--- src/rtl/fsmd_updown_counter_param_if.sv ---
// fsmd_updown_counter_param_if
//   Bundles the control inputs and registered outputs of the parametrised
//   up/down counter. clk and rst are plain ports on the counter itself.
//
//   Handshake: there is no valid/ready pair. Every rising clk edge is one
//   transaction. The inputs (en, up, load, load_val, step, limit, sat_mode)
//   are sampled on that edge. The outputs (count, tc, state) are registered
//   and reflect that transaction from just after the same edge until the next one.
//
//   master modport: the block that drives the controls (testbench / datapath).
//   slave  modport: the counter.
interface fsmd_updown_counter_param_if #(
  parameter int WIDTH  = 8,
  parameter int STEP_W = 4
);
  logic              en;
  logic              up;
  logic              load;
  logic [WIDTH-1:0]  load_val;
  logic [STEP_W-1:0] step;
  logic [WIDTH-1:0]  limit;
  logic              sat_mode;
  logic [WIDTH-1:0]  count;
  logic              tc;
  logic [2:0]        state;

  modport master (
    output en, up, load, load_val, step, limit, sat_mode,
    input  count, tc, state
  );

  modport slave (
    input  en, up, load, load_val, step, limit, sat_mode,
    output count, tc, state
  );
endinterface

--- src/rtl/fsmd_updown_counter_param.sv ---
// fsmd_updown_counter_param
//   Parametrised FSMD up/down counter with programmable step, inclusive upper
//   limit, synchronous load, enable, and wrap or saturate boundary handling.
//   tc is a registered one-cycle terminal-count pulse. state exposes the FSM.
//
// Ports
//   clk  : rising-edge clock
//   rst  : synchronous active-high reset
//   bus  : slave modport of fsmd_updown_counter_param_if
//          inputs  en, up, load, load_val, step, limit, sat_mode
//          outputs count, tc, state (all registered)
module fsmd_updown_counter_param #(
  parameter int WIDTH  = 8,
  parameter int STEP_W = 4
) (
  input  logic clk,
  input  logic rst,
  fsmd_updown_counter_param_if.slave bus
);

  typedef enum logic [2:0] {
    IDLE   = 3'd0,
    UP     = 3'd1,
    DOWN   = 3'd2,
    SAT_HI = 3'd3,
    SAT_LO = 3'd4
  } state_t;

  state_t           state_q, state_d;
  logic [WIDTH-1:0] count_q, count_d;
  logic             tc_q, tc_d;

  logic [WIDTH-1:0] step_ext;
  logic [WIDTH:0]   sum;
  logic             in_sat;

  assign step_ext = WIDTH'(bus.step);
  // One extra bit so that an up step past the top of the range is still
  // visible as "greater than limit" instead of wrapping silently.
  assign sum    = {1'b0, count_q} + {1'b0, step_ext};
  assign in_sat = (state_q == SAT_HI) || (state_q == SAT_LO);

  always_ff @(posedge clk) begin
    if (rst) begin
      state_q <= IDLE;
      count_q <= '0;
      tc_q    <= 1'b0;
    end else begin
      state_q <= state_d;
      count_q <= count_d;
      tc_q    <= tc_d;
    end
  end

  always_comb begin
    state_d = state_q;
    count_d = count_q;
    tc_d    = 1'b0;

    if (bus.load) begin
      // Clamp the loaded value into the legal range 0..limit.
      count_d = (bus.load_val > bus.limit) ? bus.limit : bus.load_val;
      state_d = IDLE;
    end else if (!bus.en) begin
      if (!in_sat) state_d = IDLE;
    end else if (count_q > bus.limit) begin
      // The limit was lowered under the count: pull it back in range and
      // skip this cycle's step.
      count_d = bus.limit;
      state_d = bus.up ? UP : DOWN;
    end else if (bus.step == '0) begin
      if (!in_sat) state_d = bus.up ? UP : DOWN;
    end else if (bus.up) begin
      if (sum <= {1'b0, bus.limit}) begin
        count_d = sum[WIDTH-1:0];
        state_d = UP;
      end else if (!bus.sat_mode) begin
        count_d = '0;
        state_d = UP;
        tc_d    = 1'b1;
      end else begin
        count_d = bus.limit;
        state_d = SAT_HI;
        // Pulse only on entry; staying pinned at the top is silent.
        tc_d    = (state_q != SAT_HI);
      end
    end else begin
      if (step_ext <= count_q) begin
        count_d = count_q - step_ext;
        state_d = DOWN;
      end else if (!bus.sat_mode) begin
        count_d = bus.limit;
        state_d = DOWN;
        tc_d    = 1'b1;
      end else begin
        count_d = '0;
        state_d = SAT_LO;
        tc_d    = (state_q != SAT_LO);
      end
    end
  end

  assign bus.count = count_q;
  assign bus.tc    = tc_q;
  assign bus.state = state_q;

endmodule

--- src/flat_wrapper.sv ---
// flat-port wrapper written by rule: the top's interface ports become plain ports
module fsmd_updown_counter_param_flat 
#(
  parameter int WIDTH  = 8,
  parameter int STEP_W = 4
)
  (clk, rst, bus_en, bus_up, bus_load, bus_load_val, bus_step, bus_limit, bus_sat_mode, bus_count, bus_tc, bus_state);
  fsmd_updown_counter_param_if #(.WIDTH(WIDTH), .STEP_W(STEP_W)) bus_i ();
  input  logic clk;
  input  logic rst;
  input wire logic [$bits(bus_i.en)-1:0] bus_en;
  input wire logic [$bits(bus_i.up)-1:0] bus_up;
  input wire logic [$bits(bus_i.load)-1:0] bus_load;
  input wire logic [$bits(bus_i.load_val)-1:0] bus_load_val;
  input wire logic [$bits(bus_i.step)-1:0] bus_step;
  input wire logic [$bits(bus_i.limit)-1:0] bus_limit;
  input wire logic [$bits(bus_i.sat_mode)-1:0] bus_sat_mode;
  output wire logic [$bits(bus_i.count)-1:0] bus_count;
  output wire logic [$bits(bus_i.tc)-1:0] bus_tc;
  output wire logic [$bits(bus_i.state)-1:0] bus_state;
  assign bus_i.en = bus_en;
  assign bus_i.up = bus_up;
  assign bus_i.load = bus_load;
  assign bus_i.load_val = bus_load_val;
  assign bus_i.step = bus_step;
  assign bus_i.limit = bus_limit;
  assign bus_i.sat_mode = bus_sat_mode;
  assign bus_count = bus_i.count;
  assign bus_tc = bus_i.tc;
  assign bus_state = bus_i.state;
  fsmd_updown_counter_param #(.WIDTH(WIDTH), .STEP_W(STEP_W)) u_core (.clk(clk), .rst(rst), .bus(bus_i));
endmodule
--- config.mk ---
export PLATFORM = sky130hd
export DESIGN_NAME = fsmd_updown_counter_param_flat
export DESIGN_NICKNAME = d
export VERILOG_FILES = /design/src/rtl/fsmd_updown_counter_param_if.sv /design/src/rtl/fsmd_updown_counter_param.sv /design/src/flat_wrapper.sv
export SDC_FILE = /design/constraint.sdc
export NUM_CORES = 1
export LEC_CHECK = 0
export CAP_MARGIN = 30
export CORE_MARGIN = 4
export CORE_UTILIZATION = 58
export CTS_CLUSTER_DIAMETER = 100
export DETAILED_ROUTE_END_ITERATION = 7
export PLACE_DENSITY = 0.9
export SLEW_MARGIN = 15
export SYNTH_ARGS = -nofsm -noshare
export SYNTH_HDL_FRONTEND = slang
export SYNTH_SLANG_ARGS = --single-unit
export TNS_END_PERCENT = 100
--- constraint.sdc ---
create_clock -name clk -period 7.5 [get_ports clk]
set_input_delay 1.125 -clock clk [delete_from_list [all_inputs] [get_ports clk]]
set_output_delay 1.125 -clock clk [all_outputs]
set_load 0.01 [all_outputs]
==> results of run 1 <==
## state kept, by name, indices dropped and copies added (netlist names)
name / flops
u_core.bus.count: 8
u_core.bus.state: 3
u_core.bus.tc: 1
## kinds of logic (layout without fill, tap and decap cells)
| family | Yosys count | in the layout | synth area share |
|---|---|---|---|
| DFF | 12 | 12 | 0.110 |
| adders and majority gates | 34 | 34 | 0.203 |
| AOI/OAI and AO/OA | 90 | 90 | 0.315 |
| buffers and inverters | 37 | 64 | 0.0719 |
| xor gates and xnor gates | 8 | 8 | 0.0391 |
| muxes | 11 | 11 | 0.0524 |
| and+or+nand+nor | 89 | 89 | 0.208 |
## placed cells by master (no fill, tap or decap), types with 4 or more instances in the layout
| cell | count |
|---|---|
| inv_1 | 24 |
| nor3_1 | 5 |
| a21oi_1 | 22 |
| nor2_1 | 29 |
| a21o_1 | 4 |
| a211oi_1 | 8 |
| mux2i_1 | 8 |
| o221ai_1 | 4 |
| nand4_1 | 4 |
| ha_1 | 32 |
| dfxtp_1 | 12 |
| xnor2_1 | 5 |
| nand3_1 | 9 |
| nand2_1 | 17 |
| clkdlybuf4s50_1 | 37 |
| o21ai_0 | 14 |
## power breakdown
group,internal (mW),switching [mW],leakage (nW),total [mW]
Combinational,0.106,0.136,0.975,0.242
Clock,0.0355,0.0249,0.0216,0.0604
Sequential,0.0698,0.0131,0.0991,0.0828
Total,0.211,0.174,1.10,0.385
## area by class of cell
class                           count  area [µm²]  share of cell area
Multi-Input combinational cell    232        1780               0.690
Timing Repair Buffer               37         370               0.144
Sequential cell                    12         240              0.0932
Inverter                           24        90.1              0.0350
Tap cell                           46        57.6              0.0223
Clock buffer                        3        41.3              0.0160
## worst reg2reg max path, stage by stage (launching register included)
cell	delay, ns
dfxtp_1	0.48
inv_1	0.16
fa_1	0.47
o21ba_2	0.26
o31ai_1	0.28
xnor2_1	0.20
ha_1	0.29
a21oi_1	0.14
o221ai_1	0.12
o21bai_1	0.29
and2_1	0.40
o21ai_2	0.15
a221oi_1	0.37
a2111oi_2	0.07
## metal layers
| layer | vias up | GRT usage | part of all wire |
|---|---|---|---|
| met1 | 1060 | 0.324 | 0.39 |
| met3 | 40 | 0.0768 | 0.10 |
| met4 | 0 | 0.111 | 0.048 |
| li1 | 1109 | - | - |
| met2 | 152 | 0.454 | 0.46 |
| met5 | - | 0 | 0 |
## per-stage QoR
step | hold slack, ns | setup slack [ns]
2_1_floorplan | 0.535 | 3.43
4_1_cts | 0.545 | 2.80
6_report | 0.546 | 2.72
5_1_grt | 0.599 | 2.49
3_3_place_gp | 0.533 | 2.64
3_5_place_dp | 0.535 | 2.56
## worst max-delay path by stage
stage	start	endpoint	slack (ns)	cells past startpoint
finish	bus_step[2]	u_core.bus.count[1]	2.72	15
global route	bus_step[1]	u_core.bus.count[2]	2.49	15
global placement	bus_step[2]	u_core.bus.count[6]	2.64	15
CTS	bus_step[2]	u_core.bus.count[1]	2.80	15
detailed placement	bus_step[2]	u_core.bus.count[1]	2.56	15
floorplan	bus_step[2]	u_core.bus.count[2]	3.43	16
==> summary.md, run 1 <==
| Metric | Value |
|---|---|
| Post-DP Area | `0.00254 mm²` |
| Hold WC Path Type | `register to register` |
| Crit. End Element | `register` |
| Detail Route Antenna Nets | `0` |
| Synth Instances | `281` |
| Dominant cells by area after synthesis | `ha_1, dfxtp_1, a21oi_1` |
| Chip Width | `69.2 µm` |
| Via Count | `2361` |
| Pwr Total | `385 µW` |
| Pre-antenna DRT Iters | `5` |
| Fin Setup TNS | `0 ns` |
| Final Util | `0.743` |
| Setup Viol. Count Final | `0` |
| Outcome | `completed` |
| Crit path cell chain | `clkdlybuf4s50_1 > inv_1 > ha_1 > or3b_4 > a31oi_4 > o21ai_1 > xnor2_2 > ha_1 > nand3_1 > o221ai_1 > o21bai_1 > and2_1 > o21ai_2 > a221oi_1 > a2111oi_2` |
| Tightest Pin Transition | `0.859 ns` |
| Number of buffers added for setup after CTS | `0` |
| Slew Viols, Final | `0` |
| Post-Layout Cell Count | `354` |
| Post-synth top area share | `0.184` |
| Clock skew | `0.00291 ns` |
| Clock root buffer | `clkbuf_8` |
| Startpoint types | `primary input` |
| Clk sinks | `12` |
| Share of layout cells above drive strength 1 | `0.0812` |
| # IOs | `38` |
| Max IR drop VDD | `0.128 mV` |
| Worst path slowest cell | `clkdlybuf4s50_1` |
| Final worst-path cycle share | `0.637` |
| Design Area, Final | `0.00258 mm²` |
| Synthesized Nets | `341` |
| Slowest stage delay, CP | `0.52 ns` |
| Tmin final | `4.78 ns` |
| Fillers | `277` |
| Global-route wire length before repair | `10900 µm` |
| Buf+Inv Stages, Crit Path | `2` |
| R2r startpoint | `u_core.bus.count[1]` |
| Post-synth EDFFs | `0` |
| Synth Flop Type | `dfxtp_1` |
| Initial Utilization | `0.627` |
| Post-CTS Hold Buffers | `0` |
| P_leak | `1.10 nW` |
| PD cells | `149 mW/mm²` |
| Grt ovf | `0` |
| Final hold vios | `0` |
| Data required, critical path | `7.60 ns` |
| Fraction of registers with async set/reset | `0` |
| Nets | `370` |
| Area grow syn2layout | `18.5%` |
| Total number of H-tree levels | `1` |
| Relative slew margins | `0.426` |
| Largest net degree at the start of global routing | `25` |
| Antenna cell count | `0` |
| Die area | `0.00479 mm²` |
| CTS buffer count | `3` |
| Seq/Total Area, Yosys | `0.110` |
| Hold depth | `2` |
| DRC | `0` |
| Commonest cells post-synth | `ha_1, nor2_1, inv_1` |
| Hold EP | `u_core.bus.count[0]` |
| R2R Path End | `u_core.bus.count[1]` |
| Launch point of the worst hold path | `u_core.bus.count[0]` |
| Placed insts | `351` |
| Post-Route WL | `6460 µm` |
| Most common cell in the netlist | `ha_1` |
| Synth area leader | `ha_1` |
| CP top delay family | `compound AO/OA/AOI/OAI gates` |
| CP max FO | `10` |
| # Max-Cap Violations | `0` |
| Yosys warnings | `0` |
| Avg WL per Cell | `18.2 µm` |
| Gates resized, CTS repair | `0` |
| Worst path most repeated cell | `ha_1` |
| Row Count | `21` |
| Flop2flop setup slack | `3.67 ns` |
| TritonCTS clock tree | `yes` |
| Die height | `69.2 µm` |
| Avg Cell Area, Syn | `7.74 µm²` |
| Reg2Reg Depth | `13` |
| DR iter-0 viols | `195` |
| WS Path Type | `primary input to register` |
| Data arrival, critical path | `4.88 ns` |
| GRT Total Usage | `0.271` |
| Vias in the first global route | `2365` |
| DP HPWL | `5160 µm` |
| RSZ-0062 raised after global routing | `false` |
| Final Wtd Congestion | `1.01` |
| Synthesized area | `0.00217 mm²` |
| Core area | `0.00347 mm²` |
| Distinct cells, synth | `64` |
| Antenna violations before repair | `0` |
| Longest Clk Path Bufs | `2` |
| CTS clk-pin slew, worst paths | `0.05 ns` |
| Maximum clock frequency | `209 MHz` |
| Post-DR vias/cell | `6.67` |
| Clock Latency Late Sink | `0.24 ns` |
| Port Buffers | `37` |
| Flops & latches, synth | `12` |
Power figures use the tool's default switching activity.
==> inputs of run 2 (changes only) <==
CORE_UTILIZATION = 54   (was 58)
PLACE_DENSITY = 0.84   (was 0.9)
clock period = 4.6 ns   (was 7.5 ns; I/O delays follow)
==> summary.md, run 2 (same netlist as run 1, synthesis figures left out) <==
| Metric | Value |
|---|---|
| DR iter-0 viols | `178` |
| Relative slew margins | `0.454` |
| Nets | `371` |
| Initial Utilization | `0.577` |
| Startpoint types | `primary input` |
| P_leak | `1.10 nW` |
| Grt ovf | `0` |
| Clock skew | `0.000444 ns` |
| Outcome | `completed` |
| Core area | `0.00377 mm²` |
| Post-Route WL | `6220 µm` |
| DP HPWL | `4990 µm` |
| # Max-Cap Violations | `0` |
| CTS buffer count | `3` |
| Vias in the first global route | `2208` |
| Detail Route Antenna Nets | `0` |
| Largest net degree at the start of global routing | `25` |
| Longest Clk Path Bufs | `2` |
| Avg WL per Cell | `17.4 µm` |
| Area grow syn2layout | `19.0%` |
| Final Wtd Congestion | `0.982` |
| Number of buffers added for setup after CTS | `0` |
| Maximum clock frequency | `235 MHz` |
| Tmin final | `4.25 ns` |
| Commonest cells after routing, fill and taps aside | `clkdlybuf4s50_1, ha_1, nor2_1` |
| Fin Setup TNS | `0 ns` |
| Data required, critical path | `4.74 ns` |
| Slew Viols, Final | `0` |
| Antenna violations before repair | `0` |
| Antenna cell count | `0` |
| TritonCTS clock tree | `yes` |
| Via Count | `2282` |
| Chip Width | `71.5 µm` |
| Final hold vios | `0` |
| Global-route wire length before repair | `10400 µm` |
| Max IR drop VDD | `0.178 mV` |
| Row Count | `22` |
| Setup Viol. Count Final | `0` |
| DRC | `0` |
| Commonest non-fill, non-tap cell in the layout | `clkdlybuf4s50_1` |
| Largest register FFs | `8` |
| Gates resized, CTS repair | `0` |
| Clock Latency Late Sink | `0.24 ns` |
| Tightest Pin Transition | `0.816 ns` |
| CP max FO | `8` |
| WS Path Type | `primary input to register` |
| Flop2flop setup slack | `0.93 ns` |
| Die area | `0.00511 mm²` |
| Post-Layout Cell Count | `357` |
| Clock root buffer | `clkbuf_8` |
| Hold WC Path Type | `register to register` |
| Die height | `71.5 µm` |
| Crit. End Element | `register` |
| Post-CTS Hold Buffers | `0` |
| Data arrival, critical path | `4.39 ns` |
| # IOs | `38` |
| Clk sinks | `12` |
| Share of layout cells above drive strength 1 | `0.0841` |
| Placed insts | `354` |
| Post-DR vias/cell | `6.39` |
| RSZ-0062 raised after global routing | `false` |
| Port Buffers | `37` |
| CTS clk-pin slew, worst paths | `0.05 ns` |
| Final worst-path cycle share | `0.923` |
| GRT Total Usage | `0.249` |
| Total number of H-tree levels | `1` |
| Pre-antenna DRT Iters | `5` |
| PD cells | `240 mW/mm²` |
-- run 2: changes by cell type in the layout (fill, tap and decap cells not counted), sizes merged --
| cell | delta |
|---|---|
| buf | +1 |
-- run 2: per-layer routing --
layer,up-vias,track usage,routed length (µm)
li1,1111,-,-
met1,1071,0.334,2800
met2,81,0.395,2820
met3,19,0.0519,410
met4,0,0.0856,189
met5,-,0,0
-- run 2: layout make-up --
type / instances / area [µm²]
Clock buffer: 3 / 41.3
Fill cell: 329 / 1180
Inverter: 24 / 90.1
Multi-Input combinational cell: 232 / 1780
Sequential cell: 12 / 240
Tap cell: 48 / 60.1
Timing Repair Buffer: 38 / 378
-- run 2: stage by stage --
step	power [mW]	hold WS (ns)	instance area (µm²)	util	setup slack [ns]
after floorplan	0.410	0.535	2170	-	0.963
after global placement	0.510	0.528	2550	0.675	0.232
after detailed placement	0.517	0.531	2550	0.675	0.147
after CTS	0.616	0.543	2590	0.686	0.380
after global routing	0.671	0.583	2590	0.686	0.0332
final	0.622	0.535	2590	0.686	0.353
-- run 2: worst paths after layout --
check | from | end | cells after the start
setup reg to reg | u_core.bus.count[1] | u_core.bus.count[4] | 14
hold / removal | u_core.bus.count[0] | u_core.bus.count[0] | 2
setup / recovery | bus_step[1] | u_core.bus.count[6] | 15
hold reg to reg | u_core.bus.count[0] | u_core.bus.count[0] | 2
-- run 2: power by group --
| group | leakage [nW] | internal, mW | switching [mW] |
|---|---|---|---|
| clock network | 0.0216 | 0.0579 | 0.0408 |
| logic | 0.980 | 0.174 | 0.214 |
| registers | 0.0991 | 0.114 | 0.0220 |
-- run 2: worst max-delay path: stages --
cell             delay [ns]
clkdlybuf4s50_1        0.58
inv_1                  0.11
ha_1                   0.34
or3b_4                 0.41
a31oi_4                0.20
o21ai_1                0.12
xnor2_2                0.16
ha_1                   0.31
nand3_1                0.12
a211oi_1               0.23
o21bai_1               0.15
and2_1                 0.29
o21ai_2                0.26
a22oi_1                0.14
a2111oi_2              0.28
==> inputs of run 3 (changes only) <==
CORE_UTILIZATION = 58   (was 54)
PLACE_DENSITY = 0.9   (was 0.84)
clock period = 5.2 ns   (was 4.6 ns; I/O delays follow)
==> summary.md, run 3 (same netlist as run 1, synthesis figures left out) <==
| Metric | Value |
|---|---|
| RSZ-0062 raised after global routing | `false` |
| Commonest non-fill, non-tap cell in the layout | `clkdlybuf4s50_1` |
| Core area | `0.00347 mm²` |
| PD cells | `216 mW/mm²` |
| GRT Total Usage | `0.270` |
| Tmin final | `4.43 ns` |
| Relative slew margins | `0.409` |
| Largest register FFs | `8` |
| Number of buffers added for setup after CTS | `0` |
| Via Count | `2399` |
| TritonCTS clock tree | `yes` |
| Initial Utilization | `0.627` |
| P_leak | `1.10 nW` |
| Clock root buffer | `clkbuf_8` |
| Commonest cells after routing, fill and taps aside | `clkdlybuf4s50_1, ha_1, nor2_1` |
| Slew Viols, Final | `0` |
| Total number of H-tree levels | `1` |
| Longest Clk Path Bufs | `2` |
| Post-Layout Cell Count | `354` |
| Crit. End Element | `register` |
| Share of layout cells above drive strength 1 | `0.0812` |
| Buf+Inv Stages, Crit Path | `2` |
| Area grow syn2layout | `18.5%` |
| Worst path slowest cell | `clkdlybuf4s50_1` |
| WL met2 | `2930 µm` |
| Largest net degree at the start of global routing | `25` |
| Hold WS | `0.540 ns` |
| Pwr Total | `556 µW` |
| Clock Latency Late Sink | `0.24 ns` |
| Design Area, Final | `0.00258 mm²` |
| Vias in the first global route | `2279` |
| Pre-antenna DRT Iters | `6` |
| Maximum clock frequency | `226 MHz` |
| Tightest Pin Transition | `0.883 ns` |
| CTS buffer count | `3` |
| # Max-Cap Violations | `0` |
| Hold WC Path Type | `register to register` |
| Data required, critical path | `5.35 ns` |
| Wire length on met3 | `533 µm` |
| Top Metal Used | `met4` |
| Fin Setup TNS | `0 ns` |
| Row Count | `21` |
| Placed insts | `351` |
| Post-Route WL | `6520 µm` |
| Nets | `370` |
| Final hold vios | `0` |
| Avg WL per Cell | `18.4 µm` |
| Antenna cell count | `0` |
| Post-CTS Hold Buffers | `0` |
| # IOs | `38` |
| DRC | `0` |
| CTS clk-pin slew, worst paths | `0.05 ns` |
| Grt ovf | `0` |
| DP HPWL | `5060 µm` |
| Wire length on met1 | `2770 µm` |
| Port Buffers | `37` |
| DR iter-0 viols | `293` |
| Startpoint types | `primary input` |
| Detail Route Antenna Nets | `0` |
| Gates resized, CTS repair | `0` |
| Final Wtd Congestion | `1.01` |
| Slowest stage delay, CP | `0.52 ns` |
| Clk sinks | `12` |
| Antenna violations before repair | `0` |
| Outcome | `completed` |
| Post-DR vias/cell | `6.78` |
| Post-DP Area | `0.00254 mm²` |
| CP top delay family | `simple AND/OR/NAND/NOR gates` |
| Clock skew | `0.00472 ns` |
| Global-route wire length before repair | `10900 µm` |
| CP max FO | `10` |
| WS Path Type | `primary input to register` |
| Die area | `0.00479 mm²` |
| Setup Viol. Count Final | `0` |
| Final worst-path cycle share | `0.852` |
| Chip Width | `69.2 µm` |
| Max IR drop VDD | `0.229 mV` |
| Die height | `69.2 µm` |
| Crit path cell chain | `clkdlybuf4s50_1 > inv_1 > ha_1 > or3b_4 > a31oi_4 > o21ai_1 > xnor2_2 > ha_1 > nand3_1 > a211oi_1 > o21bai_1 > and2_1 > nor4_1 > o221ai_1 > a211oi_1` |
| Data arrival, critical path | `4.58 ns` |
## run 3: final timing paths
kind | startpoint | endpoint | slack [ns] | depth (start not counted)
worst max-delay path | bus_step[2] | u_core.bus.count[2] | 0.77 | 15
worst min-delay path | u_core.bus.state[0] | u_core.bus.state[0] | 0.54 | 2
worst max register to register | u_core.bus.count[2] | u_core.bus.count[2] | 1.46 | 13
worst min register to register | u_core.bus.state[0] | u_core.bus.state[0] | 0.54 | 2
## run 3: layer usage
metal,vias up,track usage
met3,37,0.0406
met5,-,0
met2,152,0.447
met1,1108,0.358
met4,0,0.0824
li1,1102,-
## run 3: worst register-to-register path, cell delays in order (launching register included)
cell,delay (ns)
dfxtp_1,0.45
ha_1,0.40
or3b_4,0.47
a31oi_4,0.19
o21ai_1,0.12
xnor2_2,0.16
ha_1,0.32
nand3_1,0.13
a211oi_1,0.23
o21bai_1,0.15
and2_1,0.29
nor4_1,0.28
o221ai_1,0.16
a211oi_1,0.29
## run 3: report_power, final
group | total (mW) | switching [mW] | internal, mW
Clock | 0.0865 | 0.0354 | 0.0511
Sequential | 0.120 | 0.0193 | 0.101
Combinational | 0.350 | 0.197 | 0.153
Total | 0.556 | 0.251 | 0.305
## run 3: layout make-up
cell class              count  area [µm²]
flip-flops and latches     12         240
fillers                   263         891
inverters                  24        90.1
repair buffers             37         370
multi-input cells         232        1780
well taps                  46        57.6
clock buffers               3        41.3
## run 3: metrics by stage
step | worst slack, ns | util
floorplan | 1.47 | -
global placement | 0.700 | 0.731
detailed placement | 0.613 | 0.731
CTS | 0.844 | 0.743
global route | 0.491 | 0.743
finish | 0.770 | 0.743
